$ cat src/rtl/mealy_seq_tx.sv
// Parallel-in, serial-out word transmitter, MSB first, with valid/ready input.
// Define SEQ_TX_PARITY_EN to append one even-parity bit after each word.
module mealy_seq_tx #(
    parameter int   WIDTH      = 8,
    parameter logic IDLE_LEVEL = 1'b0
) (
    input  logic             clk,
    input  logic             reset,
    input  logic [WIDTH-1:0] din,
    input  logic             din_valid,
    output logic             din_ready,
    output logic             x_out,
    output logic             x_valid,
    output logic             busy,
    output logic             done
);

    localparam int CW = (WIDTH > 1) ? $clog2(WIDTH) : 1;
    localparam logic [CW-1:0] CNT_MAX = CW'(WIDTH - 1);

`ifdef SEQ_TX_PARITY_EN
    typedef enum logic [1:0] {
        S_IDLE  = 2'd0,
        S_SHIFT = 2'd1,
        S_PAR   = 2'd2,
        S_DONE  = 2'd3
    } state_t;
`else
    typedef enum logic [1:0] {
        S_IDLE  = 2'd0,
        S_SHIFT = 2'd1,
        S_DONE  = 2'd3
    } state_t;
`endif

    state_t           state_q, state_d;
    logic [WIDTH-1:0] shift_q, shift_d;
    logic [CW-1:0]    cnt_q, cnt_d;

`ifdef SEQ_TX_PARITY_EN
    logic par_q, par_d;
`endif

    always_ff @(posedge clk) begin
        if (reset) begin
            state_q <= S_IDLE;
            shift_q <= '0;
            cnt_q   <= '0;
`ifdef SEQ_TX_PARITY_EN
            par_q   <= 1'b0;
`endif
        end else begin
            state_q <= state_d;
            shift_q <= shift_d;
            cnt_q   <= cnt_d;
`ifdef SEQ_TX_PARITY_EN
            par_q   <= par_d;
`endif
        end
    end

    always_comb begin
        state_d = state_q;
        shift_d = shift_q;
        cnt_d   = cnt_q;
`ifdef SEQ_TX_PARITY_EN
        par_d   = par_q;
`endif
        case (state_q)
            S_IDLE: begin
                if (din_valid) begin
                    state_d = S_SHIFT;
                    shift_d = din;
                    cnt_d   = CNT_MAX;
`ifdef SEQ_TX_PARITY_EN
                    par_d   = ^din;
`endif
                end
            end
            S_SHIFT: begin
                shift_d = {shift_q[WIDTH-2:0], 1'b0};
                cnt_d   = cnt_q - 1'b1;
                if (cnt_q == '0) begin
                    cnt_d = '0;
`ifdef SEQ_TX_PARITY_EN
                    state_d = S_PAR;
`else
                    state_d = S_DONE;
`endif
                end
            end
`ifdef SEQ_TX_PARITY_EN
            S_PAR:  state_d = S_DONE;
`endif
            S_DONE: state_d = S_IDLE;
            default: begin
                // Stray encodings fall back to a clean idle
                state_d = S_IDLE;
                shift_d = '0;
                cnt_d   = '0;
            end
        endcase
    end

    always_comb begin
        din_ready = 1'b1;
        x_valid   = 1'b0;
        x_out     = IDLE_LEVEL;
        busy      = 1'b0;
        done      = 1'b0;
        case (state_q)
            S_IDLE: ;
            S_SHIFT: begin
                din_ready = 1'b0;
                x_valid   = 1'b1;
                x_out     = shift_q[WIDTH-1];
                busy      = 1'b1;
            end
`ifdef SEQ_TX_PARITY_EN
            S_PAR: begin
                din_ready = 1'b0;
                x_valid   = 1'b1;
                x_out     = par_q;
                busy      = 1'b1;
            end
`endif
            S_DONE: begin
                din_ready = 1'b0;
                busy      = 1'b1;
                done      = 1'b1;
            end
            default: ;
        endcase
    end

endmodule

$ cat config.mk
export PLATFORM = sky130hd
export DESIGN_NAME = mealy_seq_tx
export DESIGN_NICKNAME = d
export VERILOG_FILES = /design/src/rtl/mealy_seq_tx.sv
export SDC_FILE = /design/constraint.sdc
export NUM_CORES = 1
export LEC_CHECK = 0
export ABC_AREA = 1
export BUFFER_PORTS_ARGS = -buffer_cell sky130_fd_sc_hd__buf_2
export CAP_MARGIN = 20
export CORE_MARGIN = 2
export CORE_UTILIZATION = 50
export CTS_BUF_LIST = sky130_fd_sc_hd__clkbuf_8
export CTS_CLUSTER_SIZE = 14
export DETAILED_ROUTE_END_ITERATION = 7
export PLACE_DENSITY = 0.75
export SYNTH_ARGS = -nofsm -noshare
export SYNTH_HDL_FRONTEND = slang
export SYNTH_SLANG_ARGS = --single-unit
$ cat constraint.sdc
create_clock -name clk -period 1.28 [get_ports clk]
set_input_delay 0.064 -clock clk [delete_from_list [all_inputs] [get_ports clk]]
set_output_delay 0.064 -clock clk [all_outputs]
set_load 0.03 [all_outputs]
==> run_results.csv <==
group,metric,value,unit
synthesis,synthesized_netlist_net_count,120,
grt,via_count_of_the_first_global_routing_pass,585,
critical_path,crit_slowest_cell,"dfxtp_2",
hold_path,min-delay-path-class,"primary input to flop",
synthesis,yosysMostFrequentCell,"nand2_1",
critical_path,startpoint_type,"flop",
sta,post-route-period-util,90.2,%
placed_design,port-buffer-count,15,
critical_path,worstPathBufferInverterCount,1,
placed_design,place_ws,0.122,ns
placed_design,place_hpwl,991,microns
clocking,cts.htree.levels,1,
floorplan,initial_standard_cell_utilization_of_the_core,53.8,%
final_layout,layoutNonFillerInstCount,139,
synthesis,synth_enable_flop_cells,0,
floorplan,die_h,41.4,microns
synthesis,synth_top_cells_by_area,"dfxtp_1, nand2_1, inv_1, nor2_1, o21ai_0",
final_layout,final_layout_size_suffix_gt1_share,21.8,%
floorplan,die_outline_area,0.00171,sq mm
routing,routed-wl-met2,638,microns
job,max_cap_violations,0,
synthesis,main_flop_type_after_synthesis,"dfxtp_1",
sta,finalMaxSlewViolations,0,
synthesis,syn_area,699,sq um
final_layout,syn_to_final_growth,18.4,%
sta,post-route-min-period,1.15,ns
placed_design,gpl.final_weighted_congestion,0.743,
clocking,cts.hold.buffers_added,0,
grt,pin_count_of_the_biggest_net_entering_global_routing,18,
final_layout,fillerInstances,131,
critical_path,path_max_fanout,10,
critical_path,critical-path-top-delay-family,"flip-flops",
routing,detail_route.wirelength.met1,620,microns
sta,fin_worst_skew,0.00225,ns
routing,detail_route.drc_violations,0,
clocking,worst_skew_pair.late_latency,0.25,ns
grt,grt.overflow.total,0,
synthesis,netlist.area_leader.share,37.2,%
synthesis,synth.ff_latch_count,13,
synthesis,synth.avg_cell_area,6.54,sq um
synthesis,post-synth-top-area-cell,"dfxtp_1",
routing,drtPass1Iterations,4,
final_layout,design.final.nets,138,
routing,route.top_layer_used,"met4",
routing,final_antenna_net_count,0,
clocking,worst_setup_hold_path_clk_slew,0.06,ns
power,leakage_power_figure,0.458,nW
grt,global_route_wire_length_before_repair,2410,microns
critical_path,setup.worst_path.end_class,"output port",
routing,vias,658,
sta,timing.final.hold_violations,0,
clocking,cts-root-to-sink-buffers,2,
critical_path,wp_data_required,1.22,ns
floorplan,floorplan.die.width,41.4,microns
final_layout,number_of_antenna_diodes,0,
clocking,tritoncts_num_sinks,13,
clocking,cts_tree,"yes",
sta,rsz_0062_raised_after_global_routing,"false",
grt,grt.total_usage,17.6,%
final_layout,layout.cell_area.non_filler,828,sq um
critical_path,critical_path_cell_by_cell,"nand2_2 -> nor2_1 -> buf_2",
synthesis,synth_top_cells_by_count,"nand2_1, inv_1, nor2_1",
sta,maxSlewHeadroom,73.4,%
floorplan,std_cell_rows,13,
sta,fin_setup_tns,0,ns
synthesis,synthDistinctLibCells,14,
placed_design,placed_area,778,sq um
power,finalPower,1.10,mW
run_status,outcome,"finished, final reports clean",
routing,wl_per_cell,9.66,microns
critical_path,timing.setup.critical_path_class,"flop to output port",
synthesis,synth_seq_area_share,37.2,%
clocking,cts_root_buffer,"clkbuf_8",
grt,grt_antenna_before_repair,0,
critical_path,critical_path.max_stage_delay,0.39,ns
sta,worst_pin_slew,0.398,ns
power,max-vdd-ir-drop,0.926,mV
synthesis,synth_warnings,0,
sta,setup_slack,0.125,ns
synthesis,synthesized_netlist_cell_count,107,
routing,via_per_inst,4.73,
routing,routed-wl-met3,65,microns
floorplan,pin_count,16,
sta,max_freq,0.866,GHz
floorplan,fp.coreArea,0.00130,sq mm
routing,1st_iter_drt_viols,5,
synthesis,async_reset_ff_share,0,%
sta,final-setup-viol-count,0,
placed_design,placedCellCount,135,
critical_path,critPathArrivalTime,1.09,ns
routing,drt_wl_total,1340,microns
clocking,cts_made_buffers,3,
power,power.density,1330,mW/mm^2
-- worst register-to-register path, stage by stage (launching register included) --
cell	delay, ns
dfxtp_1	0.34
nor2_1	0.19
inv_1	0.07
ha_1	0.17
nand2_1	0.06
nand2_1	0.05
nand2_1	0.04
o21ai_0	0.07
-- logic make-up after synthesis --
kind of cell | after synthesis | synth area share, %
simple gates | 59 | 37.2
buf+inv | 21 | 12.9
fa+ha+maj | 2 | 3.58
compound gates | 12 | 9.12
flops | 13 | 37.2
-- worst paths after layout --
path	start	to	slack (ns)	depth (start not counted)
worst max-delay path	state_q[0]	x_out	0.13	3
worst min-delay path	reset	cnt_q[1]	0.02	2
worst min register to register	shift_q[0]	shift_q[0]	0.47	2
worst max register to register	cnt_q[1]	cnt_q[2]	0.17	7
-- repair_timing --
| item | in CTS | in global routing |
|---|---|---|
| buffers inserted | 0 | 0 |
| cloned | 0 | 0 |
| resized for setup | 1 | 2 |
| endpoints found under the setup margin | 2 | 2 |
-- routing by layer --
layer | track usage, % | vias to the layer above
met3 | 6.09 | 2
met1 | 22.6 | 294
met4 | 5.81 | 0
met2 | 27.5 | 10
met5 | 0 | -
li1 | - | 352
-- cell type report --
class | count | area (sq um) | share of cell area (%)
multi-input combinational | 73 | 352 | 42.4
sequential | 13 | 263 | 31.7
timing repair buffer | 16 | 82.6 | 9.97
inverter | 18 | 67.6 | 8.16
clock buffer | 3 | 41.3 | 4.98
tap | 15 | 18.8 | 2.27
clock inverter | 1 | 3.75 | 0.453
-- placed cells by master, fill, tap and decap left out, drive strengths merged --
master,n
buf,16
o21ai,9
inv,19
nand3,4
nand2,35
nor2,19
a21oi,3
dfxtp,13
ha,2
clkbuf,3
nor3b,1
-- where the power goes --
group          leakage (nW)  internal (mW)  switching [mW]
combinational         0.322         0.0908           0.161
clock                0.0269          0.212           0.164
sequential            0.108          0.449          0.0253
total                 0.458          0.752           0.350
-- sequential cells by signal (all words and copies together) (netlist names) --
signal,count
shift_q,8
state_q,2
cnt_q,3
-- metrics by stage --
| step | utilization, % | hold slack (ns) |
|---|---|---|
| after floorplan | - | 0.126 |
| after global placement | 59.8 | 0.273 |
| after detailed placement | 59.8 | 0.274 |
| after CTS | 63.5 | 0.0164 |
| after global routing | 63.7 | 0.0305 |
| final | 63.7 | 0.0151 |
No activity file was read; power rests on OpenSTA's default activity.
